`src/rtl/imem_port_arbiter.sv`:
```
// Instruction-memory port arbiter: fetch vs program-loader, loader priority with a starvation bound.
// Optional grant statistics (fetch_cnt/load_cnt) are built when IMEM_ARB_STATS_EN is defined.
module imem_port_arbiter #(
  parameter int STARVE_LIMIT = 4
) (
  input  logic        clk,
  input  logic        rst,
  input  logic        fetch_req,
  input  logic [31:0] fetch_addr,
  output logic        fetch_gnt,
  output logic        fetch_rvalid,
  output logic [31:0] fetch_rdata,
  output logic        fetch_err,
  input  logic        ld_req,
  input  logic [31:0] ld_addr,
  input  logic [31:0] ld_wdata,
  input  logic        ld_lock,
  output logic        ld_gnt,
  output logic        mem_en,
  output logic        mem_we,
  output logic [31:0] mem_addr,
  output logic [31:0] mem_wdata,
  input  logic [31:0] mem_rdata,
  output logic [1:0]  state
`ifdef IMEM_ARB_STATS_EN
  ,
  output logic [15:0] fetch_cnt,
  output logic [15:0] load_cnt
`endif
);

  localparam int CW = (STARVE_LIMIT > 0) ? $clog2(STARVE_LIMIT + 1) : 1;
  localparam logic [31:0] NOP = 32'h0000_0013;

  typedef enum logic [1:0] {
    IDLE   = 2'd0,
    FETCH  = 2'd1,
    LOAD   = 2'd2,
    LOCKED = 2'd3
  } state_e;

  state_e         state_q, state_d;
  logic [CW-1:0]  starve_q, starve_d;
  logic           rvalid_q, rvalid_d;
  logic           err_q, err_d;
  logic [31:0]    rdata_q, rdata_d;
  logic           misaligned;

  assign misaligned = |fetch_addr[1:0];

  // Grants are combinational but forced low while reset is held.
  always_comb begin
    fetch_gnt = 1'b0;
    ld_gnt    = 1'b0;
    state_d   = IDLE;
    starve_d  = starve_q;
    if (rst) begin
      if (ld_lock) begin
        ld_gnt = ld_req;
      end else if (fetch_req && ld_req) begin
        if (starve_q == CW'(STARVE_LIMIT)) fetch_gnt = 1'b1;
        else                               ld_gnt    = 1'b1;
      end else begin
        fetch_gnt = fetch_req;
        ld_gnt    = ld_req;
      end

      if (ld_lock)        state_d = LOCKED;
      else if (fetch_gnt) state_d = FETCH;
      else if (ld_gnt)    state_d = LOAD;
      else                state_d = IDLE;

      // Only unlocked contention that the loader wins counts toward starvation.
      if (fetch_gnt || !fetch_req)
        starve_d = '0;
      else if (!ld_lock && ld_req && ld_gnt && starve_q != CW'(STARVE_LIMIT))
        starve_d = starve_q + CW'(1);
    end
  end

  always_comb begin
    mem_en    = fetch_gnt | ld_gnt;
    mem_we    = ld_gnt;
    mem_addr  = '0;
    mem_wdata = '0;
    if (fetch_gnt) begin
      mem_addr = fetch_addr;
    end else if (ld_gnt) begin
      mem_addr  = ld_addr & ~32'h3;
      mem_wdata = ld_wdata;
    end
  end

  always_comb begin
    rvalid_d = fetch_gnt;
    err_d    = fetch_gnt & misaligned;
    rdata_d  = rdata_q;
    if (fetch_gnt) rdata_d = misaligned ? NOP : mem_rdata;
  end

  always_ff @(posedge clk or negedge rst) begin
    if (!rst) begin
      state_q  <= IDLE;
      starve_q <= '0;
      rvalid_q <= 1'b0;
      err_q    <= 1'b0;
      rdata_q  <= '0;
    end else begin
      state_q  <= state_d;
      starve_q <= starve_d;
      rvalid_q <= rvalid_d;
      err_q    <= err_d;
      rdata_q  <= rdata_d;
    end
  end

  assign state        = state_q;
  assign fetch_rvalid = rvalid_q;
  assign fetch_err    = err_q;
  assign fetch_rdata  = rdata_q;

`ifdef IMEM_ARB_STATS_EN
  logic [15:0] fcnt_q, fcnt_d, lcnt_q, lcnt_d;

  always_comb begin
    fcnt_d = fcnt_q;
    lcnt_d = lcnt_q;
    if (fetch_gnt && fcnt_q != 16'hFFFF) fcnt_d = fcnt_q + 16'd1;
    if (ld_gnt && lcnt_q != 16'hFFFF)    lcnt_d = lcnt_q + 16'd1;
  end

  always_ff @(posedge clk or negedge rst) begin
    if (!rst) begin
      fcnt_q <= '0;
      lcnt_q <= '0;
    end else begin
      fcnt_q <= fcnt_d;
      lcnt_q <= lcnt_d;
    end
  end

  assign fetch_cnt = fcnt_q;
  assign load_cnt  = lcnt_q;
`endif

endmodule

```
`config.mk`:
```
export PLATFORM = sky130hd
export DESIGN_NAME = imem_port_arbiter
export DESIGN_NICKNAME = d
export VERILOG_FILES = /design/src/rtl/imem_port_arbiter.sv
export SDC_FILE = /design/constraint.sdc
export NUM_CORES = 1
export LEC_CHECK = 0
export ABC_AREA = 1
export CORE_AREA = 2 2 92 94
export CTS_CLUSTER_DIAMETER = 120
export DETAILED_ROUTE_END_ITERATION = 12
export DIE_AREA = 0 0 94 96
export PLACE_DENSITY = 0.81
export SLEW_MARGIN = 20
export SYNTH_ARGS = -nofsm -noshare
export SYNTH_HDL_FRONTEND = slang
export SYNTH_SLANG_ARGS = --single-unit
export TNS_END_PERCENT = 1
```
`constraint.sdc`:
```
create_clock -name clk -period 3.98 [get_ports clk]
set_input_delay 0.796 -clock clk [delete_from_list [all_inputs] [get_ports clk]]
set_output_delay 0.796 -clock clk [all_outputs]
set_load 0.03 [all_outputs]
```
# --- Word level (Yosys, flattened, before mapping) ---
# Index checks and enable logic that the tools add are counted.
# Widths: inputs -> output; s select.
word_totals:
  latch_bits: 0
  ramBits: 0
  out_inout_bits: 104
  word_cells: 41
  memories: 0
  reg_bits: 39
  romBits: 0
op_classes:
  reduce_logical: 10
  addsub: 1
  n_mul: 0
  eq_ne: 2
  muxes: 21
  bitwise: 2
  shifts: 0
  n_div: 0
  n_lt_le_gt_ge: 0
ops:
  columns: ["op", "n"]
  rows:
  - ["$mux 32", 5]
  - ["$mux 1", 10]
  - ["$mux 2", 4]
  - ["$mux 3", 2]
  - ["$logic_and 1x1->1", 4]
  - ["$add 3x1->3 const B", 1]
  - ["$eq 3x3->1 const B", 1]
  - ["$ne 3x3->1 const B", 1]
  - ["$logic_not 1->1", 2]
  - ["$reduce_and 2->1", 1]
  - ["$reduce_bool 2->1", 1]
  - ["$reduce_or 2->1", 1]
  - ["$and 1x1->1", 1]
  - ["$logic_or 1x1->1", 1]
  - ["$or 1x1->1", 1]

# --- Longest topological paths before layout ---
# Gate-level depths: netlist of the first run.
depth:
  depth_word: 9
  depth_mapped: 9
  ltp_nobuf: 9

# --- Worst setup path after synthesis of the first run ---
# Ideal clock, no wire load.
synth_path:
  path_kind: "input port to output port"
  from: "input port fetch_req"
  to: "output port mem_addr[0]"
  path_stages: 6
  slack_ps: 1436
  arrival_time_ps: 1748
  path_buffers: 2
  cell_sequence: "inv_1 > nor2_4 > nand3_4 > buf_6 > buf_6 > nor2_1"
synth_between:
  elab_chain_len: 6
synth_rtl:
  columns: ["item", "line_no", "rtl"]
  rows:
  - ["from (decl)", "8", "input logic fetch_req,"]
  - ["$logic_and 1x1->1", "60", "end else if (fetch_req && ld_req) begin"]
  - ["$mux 1 *", "60", null]
  - ["$mux 1 *", "58", "if (ld_lock) begin"]
  - ["$mux 1 * (2 in series)", "57", "if (rst) begin"]
  - ["$mux 32 *", "86", "if (fetch_gnt) begin"]
  - ["to (decl)", "21", "output logic [31:0] mem_addr,"]
# Mark *: on every way between the ends. The rest lies on a longest branch, timed or not. The select of a mux whose other input is x is not followed.

# --- Final worst setup path of the first run ---
layout_path:
  from: "input port fetch_req"
  to: "output port mem_addr[24]"
layout_between:
  elab_chain_len: 7
  elab_cells_between_ends: 11
  classes_between: "mux (10); reduce/logical (1)"
layout_rtl:
  columns: ["item", "line_no", "rtl"]
  rows:
  - ["$logic_and 1x1->1", "60", null]
  - ["$mux 1", "60", null]
  - ["$mux 1", "58", null]
  - ["$mux 1 (2 in series)", "57", null]
  - ["$mux 32", "88", "end else if (ld_gnt) begin"]
  - ["$mux 32 *", "86", null]
# Marks and branches as above.

==> flow_summary.yaml, run 1 <==
placement:
  port_buffers: 234
  gp_congestion: 0.820
  dp_hpwl_um: 6880
sta:
  finalClockSkew_ns: 0.00482
  finalSetupViolCount: 0
  slew_headroom_pct: 58.7
  final.setup.tns_ns: 0
  tightest_slew_ns: 0.618
  slew_viol_final: 0
  period_minus_slack_ns: 3.42
  rsz0062_at_grt: "false"
  min_period_over_period_pct: 85.9
  hold_slack_ns: 0.376
  fmax_mhz: 292
  hold_viol_final: 0
clocking:
  cts_buffers: 5
  path_clk_slew_ns: 0.07
  post-cts-setup-buffers: 0
  cts_resized: 0
  ctsHtreeMaxLevel: 2
  cts_hold_buf: 0
  root_buffer: "clkbuf_8"
  cts_sinks: 39
  clk_path_buf_depth: 2
  cts_tree: "yes"
  insertion_delay_ns: 0.28
run_status:
  status: "complete, no violations"
worst_setup_path:
  required_ns: 3.18
  cp_max_fo: 32
  cp.arrival_ns: 2.62
  reg2reg_depth: 7
  cp-end-kind: "output pin"
  path_class: "in -> out"
  start_kind: "input port"
synthesis:
  synth_area_um2: 2340
  syn_area_per_cell_um2: 6.59
  yosysWarningCount: 0
  synth_cells: 355
  yosys.area.top_type: "dfrtp_1"
  synthDistinctLibCells: 20
  yosysSeqAreaShare_pct: 41.7
  ys_top_cells_by_area: "dfrtp_1 42%, nand2_1 27%, inv_1 7.1%, o21ai_0 4.9%, nor2_1 4.7%"
  synth_top_area_share_pct: 41.7
  synth-seq-cells: 39
  synth_fp_nets: 490
global_routing:
  overflow: 0
  grt_max_degree: 53
  grtUsageTotal_pct: 18.3
  grt_pass1_wl_um: 13100
  antenna_found_initial: 0
  grt_pass1_vias: 2632
finish:
  syn_to_final_growth_pct: 102
  drive_above_1_share_pct: 16.4
  antennaDiodeCount: 0
  num-fill-cells: 697
  fin_nets: 715
routing:
  first_pass_iters: 4
  vias_per_cell: 4.14
  drt_first_iter_violations: 64
  vias: 2838
  drc: 0
  wl_per_cell_um: 12.7
  antenna_left: 0
  wl_um: 8710
job:
  drv_cap: 0
floorplanning:
  die_y_um: 96
  die_w_um: 94
  start_util_pct: 29.0
  io_pins: 237
  die-area_um2: 9020
  coreArea_um2: 8050
  num_rows: 33
power:
  powerDensity_nw_per_um2: 268
  ir_drop_mv: 0.164
  finalPower_mw: 1.26
  p_leak_nw: 2.36
hold_path:
  hold_path.class: "in -> async"
[worst max-delay path, stage by stage]
cell	delay (ns)
clkdlybuf4s50_1	0.53
inv_1	0.09
nor2_4	0.14
nand3_4	0.21
inv_2	0.47
nand2_1	0.10
nand2_1	0.14
buf_12	0.13
[registers in the layout (all words and copies together), names as in the netlist]
register / cells
starve_q: 3
fetch_err: 1
fetch_rdata: 32
state: 2
fetch_rvalid: 1
[metal layers]
layer,track usage (%),share of wire (%),up-vias
li1,-,-,1497
met1,21.5,40,1208
met2,31.7,48,123
met3,6.42,10,10
met4,5.56,1.6,0
met5,0,0,-
[layout make-up]
cell class / instances / area (µm²) / area share [%]
clock inverter: 1 / 5.00 / 0.106
clock buffer: 6 / 82.6 / 1.75
sequential: 39 / 976 / 20.7
timing repair buffer: 238 / 2290 / 48.5
inverter: 46 / 173 / 3.66
multi-input combinational: 250 / 1060 / 22.5
tap: 105 / 131 / 2.78
[path summary, 6_finish.rpt]
check                               start              end  slack [ns]
max in group asynchronous             rst   fetch_rdata[8]        2.88
max                             fetch_req     mem_addr[24]        0.56
min in group clk           fetch_rdata[7]   fetch_rdata[7]        0.49
min                                   rst      starve_q[2]        0.38
min reg2reg                fetch_rdata[7]   fetch_rdata[7]        0.49
max reg2reg                   starve_q[0]  fetch_rdata[21]        2.18
[cells by family (layout without fill, tap and decap cells)]
group	Yosys count	in the layout	share of synthesized area [%]
adders and majority gates	2	2	1.07
and+or+nand+nor	211	211	36.1
AOI/OAI and AO/OA	37	37	8.08
buffers and inverters	66	291	13.0
DFF	39	39	41.7
[where the power goes]
part / internal, mW / switching, mW / total [mW] / leakage [nW]
logic: 0.261 / 0.276 / 0.536 / 1.80
clock network: 0.136 / 0.129 / 0.265 / 0.0470
registers: 0.439 / 0.0237 / 0.462 / 0.521
[synthesized netlist by cell type]
library cell and number:
a21oi_2 1, o21ai_0 23, nand4_1 1, nand3_4 1, a21oi_1 1, inv_1 44, nor2_4 1, buf_4 1
o21ai_1 12, nor2_2 10, ha_1 2, nor2_1 29, nand3_1 1, buf_2 6, inv_2 2, nand2_2 1
buf_6 6, dfrtp_1 39, clkbuf_1 7, nand2_1 167
[layout by cell type, fill, tap and decap left out]
cell and instances:
buf_4 63, a21oi_1 1, a21oi_2 1, nor2_4 1, buf_2 1, o21ai_1 12
ha_1 2, o21ai_0 23, inv_2 2, nand4_1 1, clkdlybuf4s50_1 167, nor2_1 28
nor2_2 11, buf_12 7, inv_1 44, clkinv_2 1, nand2_2 1, nand2_1 167
nand3_4 1, clkbuf_8 6, dfrtp_1 39, nand3_1 1
[metrics by stage]
stage	util, %	instance area, µm²	instances	setup WS [ns]
floorplan	-	2340	355	1.44
global placement	57.5	4630	678	0.592
detailed placement	57.5	4630	678	0.542
CTS	58.6	4720	685	0.523
global route	58.6	4720	685	0.382
finish	58.6	4720	685	0.561
Note: power is estimated with default switching activity, not from simulation.
==> run 2: changes to the inputs <==
- CORE_AREA: 2 2 92 94 -> 2 2 93 95
- DIE_AREA: 0 0 94 96 -> 0 0 95 97
- DONT_BUFFER_PORTS: unset -> 1
- PLACE_DENSITY: 0.81 -> unset
==> flow_summary.yaml, run 2 (synthesis results as in run 1) <==
sta:
  fmax_mhz: 318
  period_minus_slack_ns: 3.14
  rsz0062_at_grt: "false"
  finalSetupViolCount: 0
  tightest_slew_ns: 0.683
  hold_viol_final: 0
  hold_slack_ns: 0.205
  slew_viol_final: 0
  slew_headroom_pct: 54.3
  min_period_over_period_pct: 78.9
  finalClockSkew_ns: 0.00360
  final.setup.tns_ns: 0
clocking:
  path_clk_slew_ns: 0.07
  cts_buffers: 5
  cts_hold_buf: 0
  cts_resized: 0
  clk_path_buf_depth: 2
  root_buffer: "clkbuf_8"
  insertion_delay_ns: 0.28
  ctsHtreeMaxLevel: 2
  cts_tree: "yes"
  cts_sinks: 39
  post-cts-setup-buffers: 0
placement:
  placed_area_um2: 2380
  gp_congestion: 0.712
  dp_hpwl_um: 6000
  port_buffers: 0
worst_setup_path:
  start_kind: "register"
  path_class: "reg -> out"
  cp-end-kind: "output pin"
  cp_max_fo: 32
  cp.arrival_ns: 2.35
  regToRegStartpoint: "starve_q[0]"
  required_ns: 3.18
  r2r_slack_ns: 2.18
  endpoint: "mem_addr[5]"
  critPathLaunch: "starve_q[0]"
  reg2reg_depth: 6
  r2r-end: "fetch_rvalid"
global_routing:
  grt_pass1_wl_um: 10600
  overflow: 0
  grtUsageTotal_pct: 14.9
  grt_pass1_vias: 2041
  antenna_found_initial: 0
  grt_max_degree: 47
routing:
  vias: 2080
  first_pass_iters: 5
  drt_first_iter_violations: 73
  drc: 0
  antenna_left: 0
  wl_per_cell_um: 16.0
  vias_per_cell: 4.60
  wl_um: 7220
finish:
  syn_to_final_growth_pct: 5.19
  fin_nets: 481
  num-fill-cells: 896
  drive_above_1_share_pct: 7.78
  largest_reg_flops: 32
  final_cell_mix: "167 x nand2_1, 44 x inv_1, 39 x dfrtp_1, 28 x nor2_1, 23 x o21ai_0"
  antennaDiodeCount: 0
  final_area_um2: 2460
  layout_commonest_cell: "nand2_1"
  fin_util_pct: 30.2
hold_path:
  hold_path.class: "in -> async"
floorplanning:
  start_util_pct: 28.7
  io_pins: 237
  die-area_um2: 9220
  die_y_um: 97
  coreArea_um2: 8130
  num_rows: 33
  die_w_um: 95
power:
  ir_drop_mv: 0.169
  p_leak_nw: 1.35
  powerDensity_nw_per_um2: 400
  finalPower_mw: 0.984
job:
  drv_cap: 0
run_status:
  status: "complete, no violations"
[run 2: changes by cell type in the layout (fill, tap and decap cells not counted), sizes merged]
cell / before / now
buf: 71 / 4
clkdlybuf4s50: 167 / 0
clkbuf: 6 / 7
[run 2: critical path, cell delays in order, from the launching register on]
cell and delay [ns]:
dfrtp_1 0.40, inv_1 0.08, ha_1 0.15, nand2_1 0.07, nand2_1 0.14, nand3_4 0.30
inv_2 0.49, nand2_1 0.13, nand2_1 0.28
[run 2: worst min-delay path by stage]
stage	slack, ns	endpoint	depth (start not counted)
2_1_floorplan	0.48	starve_q[1]	2
3_3_place_gp	0.50	fetch_rdata[8]	0
3_5_place_dp	0.50	fetch_rdata[11]	0
4_1_cts	0.19	fetch_rdata[11]	0
5_1_grt	0.18	fetch_rdata[11]	0
6_report	0.21	fetch_rdata[11]	0
[run 2: stage by stage]
step	setup WS, ns	instances
finish	0.838	452
global route	0.538	452
CTS	0.788	452
detailed placement	0.936	444
global placement	1.00	444
floorplan	1.44	355
[run 2: area by class of cell]
class	instances	area [µm²]	share of cell area (%)
timing repair buffer	4	30.0	1.22
tap	105	131	5.34
sequential	39	976	39.7
inverter	46	173	7.02
multi-input combinational	250	1070	43.4
clock inverter	1	5.00	0.203
clock buffer	7	76.3	3.10
[run 2: routing by layer]
layer | wire (µm) | global-route usage [%] | vias up
li1 | - | - | 1028
met1 | 2640 | 16.1 | 923
met2 | 3800 | 28.5 | 125
met3 | 744 | 4.60 | 4
met4 | 26 | 2.01 | 0
met5 | 0 | 0 | -
[run 2: power by group]
part           internal (mW)  leakage, nW  switching, mW
registers              0.438        0.521          0.112
clock network          0.123       0.0422          0.127
logic                 0.0416        0.785          0.142
total                  0.602         1.35          0.381
